<file path="src/rtl/ads131_pkg.sv">
// Shared constants, state encoding and command decoder for the ADS131A0x SPI responder.
package ads131_pkg;

  localparam int FRAME_BITS = 32;

  localparam logic [15:0] OP_NULL    = 16'h0000;
  localparam logic [15:0] OP_UNLOCK  = 16'h0655;
  localparam logic [15:0] OP_LOCK    = 16'h0555;
  localparam logic [15:0] OP_WAKEUP  = 16'h0033;
  localparam logic [15:0] OP_STANDBY = 16'h0022;
  localparam logic [2:0]  OP_WREG    = 3'b010;
  localparam logic [2:0]  RSP_WREG   = 3'b001;
  localparam logic [4:0]  REG_ADC_ENA = 5'h0F;
  localparam logic [31:0] READY_WORD = 32'hFF04_0000;
  localparam logic [15:0] STAT_1     = 16'h2200;

  typedef enum logic [1:0] {
    DEV_BOOT     = 2'd0,
    DEV_LOCKED   = 2'd1,
    DEV_UNLOCKED = 2'd2
  } dev_state_t;

  typedef struct packed {
    logic [31:0] resp;
    dev_state_t  state;
    logic        awake;
    logic        ena_we;
  } decode_t;

  // Response and side effects of one completed command word.
  function automatic decode_t decode_cmd(input logic [15:0] cmd, input dev_state_t st,
                                         input logic awake);
    decode_t d;
    d.resp   = '0;
    d.state  = st;
    d.awake  = awake;
    d.ena_we = 1'b0;
    if (cmd == OP_NULL) begin
      d.resp = (st == DEV_LOCKED) ? READY_WORD : {STAT_1, 16'h0000};
    end else if (cmd == OP_UNLOCK) begin
      d.resp  = {OP_UNLOCK, 16'h0000};
      d.state = DEV_UNLOCKED;
    end else if (cmd == OP_LOCK) begin
      d.resp  = {OP_LOCK, 16'h0000};
      d.state = DEV_LOCKED;
    end else if (cmd == OP_WAKEUP) begin
      if (st == DEV_UNLOCKED) begin
        d.resp  = {OP_WAKEUP, 16'h0000};
        d.awake = 1'b1;
      end
    end else if (cmd == OP_STANDBY) begin
      if (st == DEV_UNLOCKED) begin
        d.resp  = {OP_STANDBY, 16'h0000};
        d.awake = 1'b0;
      end
    end else if (cmd[15:13] == OP_WREG && st == DEV_UNLOCKED) begin
      d.resp   = {RSP_WREG, cmd[12:0], 16'h0000};
      d.ena_we = (cmd[12:8] == REG_ADC_ENA);
    end
    return d;
  endfunction

endpackage

</file>
<file path="src/rtl/spi_pin_sync.sv">
// Synchronises the asynchronous SPI pins and flags sclk/cs edges in the system_clock domain.
module spi_pin_sync #(
  parameter int SYNC_STAGES = 2
) (
  input  logic system_clock,
  input  logic reset,
  input  logic spi_sclk,
  input  logic spi_cs,
  input  logic spi_mosi,
  input  logic spi_reset_n,
  output logic sclk_rise,
  output logic sclk_fall,
  output logic cs_rise,
  output logic cs_fall,
  output logic cs_lvl,
  output logic mosi_lvl,
  output logic reset_n_lvl
);

  // Pin order {reset_n, mosi, cs, sclk}; reset_n resets low so the device stays held until the pin is seen high.
  localparam logic [3:0] RST_VAL = 4'b0010;

  logic [SYNC_STAGES-1:0][3:0] sync_q;
  logic [1:0]                  prev_q;

  always_ff @(posedge system_clock or posedge reset) begin
    if (reset) begin
      sync_q <= {SYNC_STAGES{RST_VAL}};
      prev_q <= RST_VAL[1:0];
    end else begin
      sync_q[0] <= {spi_reset_n, spi_mosi, spi_cs, spi_sclk};
      for (int i = 1; i < SYNC_STAGES; i++) sync_q[i] <= sync_q[i-1];
      prev_q <= sync_q[SYNC_STAGES-1][1:0];
    end
  end

  assign sclk_rise   =  sync_q[SYNC_STAGES-1][0] & ~prev_q[0];
  assign sclk_fall   = ~sync_q[SYNC_STAGES-1][0] &  prev_q[0];
  assign cs_rise     =  sync_q[SYNC_STAGES-1][1] & ~prev_q[1];
  assign cs_fall     = ~sync_q[SYNC_STAGES-1][1] &  prev_q[1];
  assign cs_lvl      =  sync_q[SYNC_STAGES-1][1];
  assign mosi_lvl    =  sync_q[SYNC_STAGES-1][2];
  assign reset_n_lvl =  sync_q[SYNC_STAGES-1][3];

endmodule

</file>
<file path="src/rtl/ads131_spi_responder.sv">
// ADS131A0x command-interface SPI slave model: boot timer, 32-bit frame shifter, command FSM, DRDY timer.
module ads131_spi_responder
  import ads131_pkg::*;
#(
  parameter int BOOT_CYCLES = 1000,
  parameter int DRDY_PERIOD = 12500,
  parameter int SYNC_STAGES = 2
) (
  input  logic        system_clock,
  input  logic        reset,
  input  logic        spi_sclk,
  input  logic        spi_cs,
  input  logic        spi_mosi,
  input  logic        spi_reset_n,
  output logic        spi_miso,
  output logic        spi_drdy,
  output logic [1:0]  dev_state,
  output logic        awake,
  output logic [7:0]  adc_ena,
  output logic [15:0] cmd_word,
  output logic        cmd_valid,
  output logic [7:0]  frame_err_cnt
);

  localparam int BOOT_W = $clog2(BOOT_CYCLES + 1);
  localparam int DRDY_W = $clog2(DRDY_PERIOD + 1);
  localparam logic [BOOT_W-1:0] BOOT_LAST = BOOT_W'(BOOT_CYCLES - 1);
  localparam logic [DRDY_W-1:0] DRDY_LAST = DRDY_W'(DRDY_PERIOD - 1);
  localparam logic [DRDY_W-1:0] HALF_LAST = DRDY_W'(DRDY_PERIOD / 2 - 1);
  localparam logic [5:0] FRAME_LEN = 6'(FRAME_BITS);
  localparam logic [5:0] CMD_LEN   = 6'd16;

  logic sclk_rise, sclk_fall, cs_rise, cs_fall, cs_lvl, mosi_lvl, reset_n_lvl;

  spi_pin_sync #(.SYNC_STAGES(SYNC_STAGES)) u_pin_sync (
    .system_clock (system_clock),
    .reset        (reset),
    .spi_sclk     (spi_sclk),
    .spi_cs       (spi_cs),
    .spi_mosi     (spi_mosi),
    .spi_reset_n  (spi_reset_n),
    .sclk_rise    (sclk_rise),
    .sclk_fall    (sclk_fall),
    .cs_rise      (cs_rise),
    .cs_fall      (cs_fall),
    .cs_lvl       (cs_lvl),
    .mosi_lvl     (mosi_lvl),
    .reset_n_lvl  (reset_n_lvl)
  );

  logic              dev_rst;
  dev_state_t        state_q, state_d;
  logic              awake_d, ena_we;
  logic [31:0]       resp_q, resp_d, tx_q;
  logic [15:0]       rx_q;
  logic [5:0]        bitcnt;
  logic              frame_act, frame_done, frame_abort, boot_done;
  logic [BOOT_W-1:0] boot_cnt;
  logic [DRDY_W-1:0] drdy_cnt;
  decode_t           dec;

  assign dev_rst     = ~reset_n_lvl;
  assign dev_state   = state_q;
  assign boot_done   = (state_q == DEV_BOOT) && (boot_cnt == BOOT_LAST);
  assign frame_done  = cs_rise && frame_act && (bitcnt == FRAME_LEN) && (state_q != DEV_BOOT);
  assign frame_abort = cs_rise && frame_act && (bitcnt != '0) && (bitcnt < FRAME_LEN) &&
                       (state_q != DEV_BOOT);
  assign dec         = decode_cmd(rx_q, state_q, awake);

  always_comb begin
    state_d = state_q;
    awake_d = awake;
    resp_d  = resp_q;
    ena_we  = 1'b0;
    if (boot_done) begin
      state_d = DEV_LOCKED;
      resp_d  = READY_WORD;
    end else if (frame_done) begin
      state_d = dec.state;
      awake_d = dec.awake;
      resp_d  = dec.resp;
      ena_we  = dec.ena_we;
    end
  end

  always_ff @(posedge system_clock or posedge reset) begin
    if (reset) begin
      state_q  <= DEV_BOOT;
      awake    <= 1'b0;
      resp_q   <= '0;
      adc_ena  <= '0;
      boot_cnt <= '0;
    end else if (dev_rst) begin
      state_q  <= DEV_BOOT;
      awake    <= 1'b0;
      resp_q   <= '0;
      adc_ena  <= '0;
      boot_cnt <= '0;
    end else begin
      state_q <= state_d;
      awake   <= awake_d;
      resp_q  <= resp_d;
      if (ena_we) adc_ena <= rx_q[7:0];
      if (state_q == DEV_BOOT && !boot_done) boot_cnt <= boot_cnt + BOOT_W'(1);
    end
  end

  // Only the first 16 MOSI bits (the command word) are kept; the rest of the frame is clocked past.
  always_ff @(posedge system_clock or posedge reset) begin
    if (reset) begin
      tx_q      <= '0;
      rx_q      <= '0;
      bitcnt    <= '0;
      frame_act <= 1'b0;
      spi_miso  <= 1'b0;
      cmd_word  <= '0;
      cmd_valid <= 1'b0;
    end else if (dev_rst) begin
      tx_q      <= '0;
      rx_q      <= '0;
      bitcnt    <= '0;
      frame_act <= 1'b0;
      spi_miso  <= 1'b0;
      cmd_word  <= '0;
      cmd_valid <= 1'b0;
    end else begin
      cmd_valid <= frame_done;
      if (frame_done) cmd_word <= rx_q;
      if (cs_fall) begin
        tx_q      <= resp_q;
        bitcnt    <= '0;
        frame_act <= 1'b1;
        spi_miso  <= 1'b0;
      end else if (cs_rise) begin
        frame_act <= 1'b0;
        spi_miso  <= 1'b0;
      end else if (cs_lvl) begin
        spi_miso <= 1'b0;
      end else if (frame_act && sclk_rise) begin
        spi_miso <= (bitcnt < FRAME_LEN) ? tx_q[~bitcnt[4:0]] : 1'b0;
      end else if (frame_act && sclk_fall && bitcnt < FRAME_LEN) begin
        if (bitcnt < CMD_LEN) rx_q <= {rx_q[14:0], mosi_lvl};
        bitcnt <= bitcnt + 6'd1;
      end
    end
  end

  always_ff @(posedge system_clock or posedge reset) begin
    if (reset) frame_err_cnt <= '0;
    else if (!dev_rst && frame_abort && frame_err_cnt != 8'hFF)
      frame_err_cnt <= frame_err_cnt + 8'd1;
  end

  // DRDY falls on each counter wrap and rises after half a period or when the master opens a frame.
  always_ff @(posedge system_clock or posedge reset) begin
    if (reset) begin
      drdy_cnt <= '0;
      spi_drdy <= 1'b1;
    end else if (dev_rst || !awake) begin
      drdy_cnt <= '0;
      spi_drdy <= 1'b1;
    end else begin
      drdy_cnt <= (drdy_cnt == DRDY_LAST) ? '0 : drdy_cnt + DRDY_W'(1);
      if (drdy_cnt == DRDY_LAST) spi_drdy <= 1'b0;
      else if (cs_fall || (!spi_drdy && drdy_cnt == HALF_LAST)) spi_drdy <= 1'b1;
    end
  end

endmodule

</file>
<file path="config.mk">
export PLATFORM = sky130hd
export DESIGN_NAME = ads131_spi_responder
export DESIGN_NICKNAME = d
export VERILOG_FILES = /design/src/rtl/ads131_pkg.sv /design/src/rtl/spi_pin_sync.sv /design/src/rtl/ads131_spi_responder.sv
export SDC_FILE = /design/constraint.sdc
export NUM_CORES = 1
export LEC_CHECK = 0
export CAP_MARGIN = 20
export CORE_MARGIN = 8
export CORE_UTILIZATION = 50
export DETAILED_ROUTE_END_ITERATION = 16
export PLACE_DENSITY = 0.74
export SETUP_SLACK_MARGIN = 0.3
export SYNTH_ARGS = -nofsm -noshare
export SYNTH_HDL_FRONTEND = slang
export SYNTH_SLANG_ARGS = --single-unit
export TNS_END_PERCENT = 20
</file>
<file path="constraint.sdc">
create_clock -name system_clock -period 4.4 [get_ports system_clock]
set_input_delay 0.88 -clock system_clock [delete_from_list [all_inputs] [get_ports system_clock]]
set_output_delay 0.88 -clock system_clock [all_outputs]
set_load 0.05 [all_outputs]
</file>
==> summary.txt <==
Worst setup path
  • CP Cell Sequence: inv_1 -> ha_1 -> or4_1 -> nor2_1 -> and2_1 -> mux2i_1 -> nor2_1
  • R2R Path End: rx_q[3]
  • Type of origin of the critical path: flop
  • CP delay by family, top: simple AND/OR/NAND/NOR gates
  • CP max FO: 16
  • CP max stage cell: and2_1
  • Worst path most repeated cell: nor2_1
  • Critical path's largest stage delay: about 0.80 ns
  • Crit path buffers/inverters: 1
  • Worst r2r path cells: 7
  • Critical Path RT: between 4 and 5 ns
  • R2r startpoint: u_pin_sync.cs_lvl
  • Critical path arrival: 3.28 ns
  • Crit path kind: flop to flop
  • Crit. End Element: flop
  • R2r setup slk: 1.37 ns

Global routing
  • Grt ovf: 0
  • GRT Util Overall: 17.56%
  • Vias in the first global route: roughly 4,300
  • Wire length of the first global-routing pass: roughly 21 mm
  • Largest net degree at the start of global routing: between 70 and 80
  • Initial antenna violation count: 0

Drt
  • DRT iter0 DRCs: 267
  • Residual DRC count: 0
  • Via count: about 4,200
  • Routed len/inst: 16.82 um
  • Post-DRT Antenna Nets: 0
  • DR pass1 iterations: 4
  • Final WL: 12.55 mm
  • Vias per cell: ~5.6

Timing
  • Final TNS setup: 0 ns
  • Final setup fails: 0
  • Fmax: between 0.3 and 0.4 GHz
  • Tmin final: 3.028 ns
  • Final clock skew: between 0.008 and 0.009 ns
  • RSZ-0062 raised after global routing: false
  • Final Max Tran Viols: 0
  • Fin worst setup slack: ~1.4 ns
  • Slew headroom: between 30% and 40%
  • Endpoints failing hold: 0
  • Final Cycle Share: 68.81%
  • Measured slew at the worst slew-check pin: just under 1 ns

Finish
  • Share of cells above drive strength 1: between 8 and 9%
  • ANT cells: 0
  • Layout Nets: 608
  • Design area: 6868 um2
  • Area delta synth->final: 19.46%
  • Sequential Area: approximately 3100 um2
  • Multi-input logic area: 2461 um2
  • Layout fillers: a little over 900

Yosys
  • Fraction of the mapped netlist area in adder cells: around 2.0%
  • Synth top area share: a little over half
  • Post-synth ARST share: 100.0%
  • Total of warnings raised by yosys: 0
  • Mux contribution to synthesized area: 9.032%
  • Largest area contributor in the synthesized netlist: dfrtp_1
  • Syn Std Cell Area: about 5700 um2
  • Synth Register Bits: 125
  • Syn Area/Cell: between 10 and 15 um2
  • Ranking of synthesized cells by area: dfrtp_1 (53%), mux2i_1 (7.7%), nor2_1 (5.4%), nand2_1 (4.6%), xor2_1 (2.9%)
  • Net count after synthesis: about 560
  • Netlist cell types: between 50 and 60
  • Simple-gate share of the synthesized area: between 20% and 30%
  • Largest family of logic cells by synthesized area: simple AND/OR/NAND/NOR gates
  • Cells after Synth: 549
  • Compound-cell area share of the yosys netlist: ~7.3%
  • Number of enable flip-flop cells after synthesis: 0
  • Post-synthesis sequential area ratio: 54.49%
  • Main synth FF type: dfrtp_1
  • Post-Synth XOR/XNOR Area: under 10%

Power and ir drop
  • Power density over the cells: roughly 370 nW/um2
  • VDD IR max: between 0.2 and 0.3 mV
  • Static leakage: a little over 0.003 uW

Die
  • Die height: roughly 120 um
  • Initial core utilization: just over 50%
  • Placement row count: 39
  • IO Count: 44
  • Die width: 123.2 um
  • Core area: 11,320 um2
  • Die area: 15,190 um2

Placed design
  • Placer Congestion: slightly above 0.9
  • Post-DP HPWL: ~8.3 mm
  • PortBufs: 43
  • Area post-placement: 6284 um2
  • Place WS: roughly 1.1 ns

Clock network
  • Hold-fix buffers, CTS: 0
  • Longest Clk Path Bufs: 2
  • Post-CTS resize count: 0
  • CTS root buf: clkbuf_16
  • Clk sinks: about 130
  • CTS tree: built
  • Num CTS Buffers: 17
  • Htree depth: 4
  • Worst-path clk slew: 0.05 ns
  • Postcts setup bufs: 0
  • Clk Latency, worst-skew pair: roughly 0.41 ns

Run
  • Max-capacitance violation count: 0

Worst hold path
  • WHS Endpoint: u_pin_sync.sync_q[4]
  • Worst hold path startpoint: u_pin_sync.sync_q[0]
  • Min-delay worst type: flop to flop
  • Depth of the worst hold-timing path: 0

Run status
  • Status: completed
## worst reg2reg max path, stage by stage, from the launching register on
cell	delay, ns
dfstp_2	0.58
inv_1	0.07
ha_1	0.31
or4_1	0.54
nor2_1	0.15
and2_1	0.80
mux2i_1	0.36
nor2_1	0.08
## how the worst max path moves through the flow
stage                                 start          to  slack, ns  cells past startpoint
final                     u_pin_sync.cs_lvl     rx_q[3]       1.37                      7
after global placement    u_pin_sync.cs_lvl     rx_q[0]       1.24                      7
after floorplan                       reset  adc_ena[0]       1.98                      1
after CTS                 u_pin_sync.cs_lvl     rx_q[3]       0.97                      7
after detailed placement  u_pin_sync.cs_lvl     rx_q[3]       1.09                      7
after global routing      u_pin_sync.cs_lvl     rx_q[3]       1.27                      7
## final cells by class
type / instances / area share, %
Clock buffer: 22 / 7.050
Clock inverter: 7 / 0.9473
Inverter: 9 / 0.5465
Multi-Input combinational cell: 391 / 35.84
Sequential cell: 125 / 45.62
Tap cell: 143 / 2.605
Timing Repair Buffer: 49 / 7.397
## cells in the final DEF (no fill, tap or decap), drive strengths merged, types with 4 or more instances in the layout
cell type	n
dfstp	4
dfrtp	121
ha	9
buf	6
nor4bb	4
nor3	7
nand3b	4
mux2i	44
o211ai	5
clkdlybuf4s50	43
nand2	70
xor2	19
xnor2	10
and2	5
inv	8
clkinv	4
nand4	15
nand3	18
and3	12
o21ai	15
nor2	83
a21oi	26
clkbuf	22
a31oi	5
## sequential cells by signal (all words and copies together) (netlist names), 2 cells and up
name / flops
cmd_word: 16
rx_q: 16
resp_q: 15
tx_q: 15
drdy_cnt: 14
boot_cnt: 10
adc_ena: 8
frame_err_cnt: 8
bitcnt: 6
u_pin_sync.sync_q: 5
dev_state: 2
u_pin_sync.prev_q: 2
## report_power, final
| group | switching [uW] | internal (uW) |
|---|---|---|
| combinational | 52.1 | 23.8 |
| clock | 467 | 822 |
| sequential | 9.21 | 1160 |
## cell usage after synthesis (2+ instances only)
| cell type | instances |
|---|---|
| a211oi_1 | 2 |
| a21boi_0 | 3 |
| a21oi_1 | 26 |
| a31oi_1 | 4 |
| and2_1 | 5 |
| and3_1 | 12 |
| and4_1 | 3 |
| buf_1 | 2 |
| buf_2 | 4 |
| buf_4 | 2 |
| clkbuf_1 | 14 |
| dfrtp_1 | 121 |
| dfstp_2 | 4 |
| ha_1 | 9 |
| inv_1 | 8 |
| mux2i_1 | 44 |
| mux4_2 | 3 |
| nand2_1 | 70 |
| nand2b_1 | 2 |
| nand3_1 | 18 |
| nand3b_1 | 4 |
| nand4_1 | 14 |
| nand4b_1 | 2 |
| nor2_1 | 83 |
| nor2b_1 | 2 |
| nor3_1 | 7 |
| nor4_1 | 3 |
| nor4bb_1 | 4 |
| o211ai_1 | 5 |
| o21ai_0 | 12 |
| o21ai_1 | 3 |
| o2bb2ai_1 | 2 |
| o32ai_1 | 2 |
| or4_1 | 2 |
| xnor2_1 | 10 |
| xor2_1 | 19 |
## routing by layer
metal / vias to the layer above / track usage, % / wire length (um)
li1: 1992 / - / -
met1: 2068 / 22.95 / 5685
met2: 129 / 27.14 / 5970
met3: 18 / 4.703 / 639
met4: 0 / 7.600 / 252
met5: - / 0 / 0
## stage by stage
stage	hold WS (ns)	power (uW)	utilization (%)	cells
CTS	0.3524	2554	60.36	744
floorplan	0.3312	1239	-	549
global placement	0.3358	1259	55.50	715
global route	0.3596	2617	60.67	746
detailed placement	0.3402	1263	55.50	715
finish	0.3513	2534	60.67	746
## kinds of logic (layout without fill, tap and decap cells)
family,count (synthesis),after routing
DFF,125,125
and+or+nand+nor,239,239
AOI/OAI and AO/OA,66,66
buffers and inverters,33,87
adders and majority gates,9,9
muxes,48,48
xor gates and xnor gates,29,29
No activity file was read; power rests on OpenSTA's default activity.
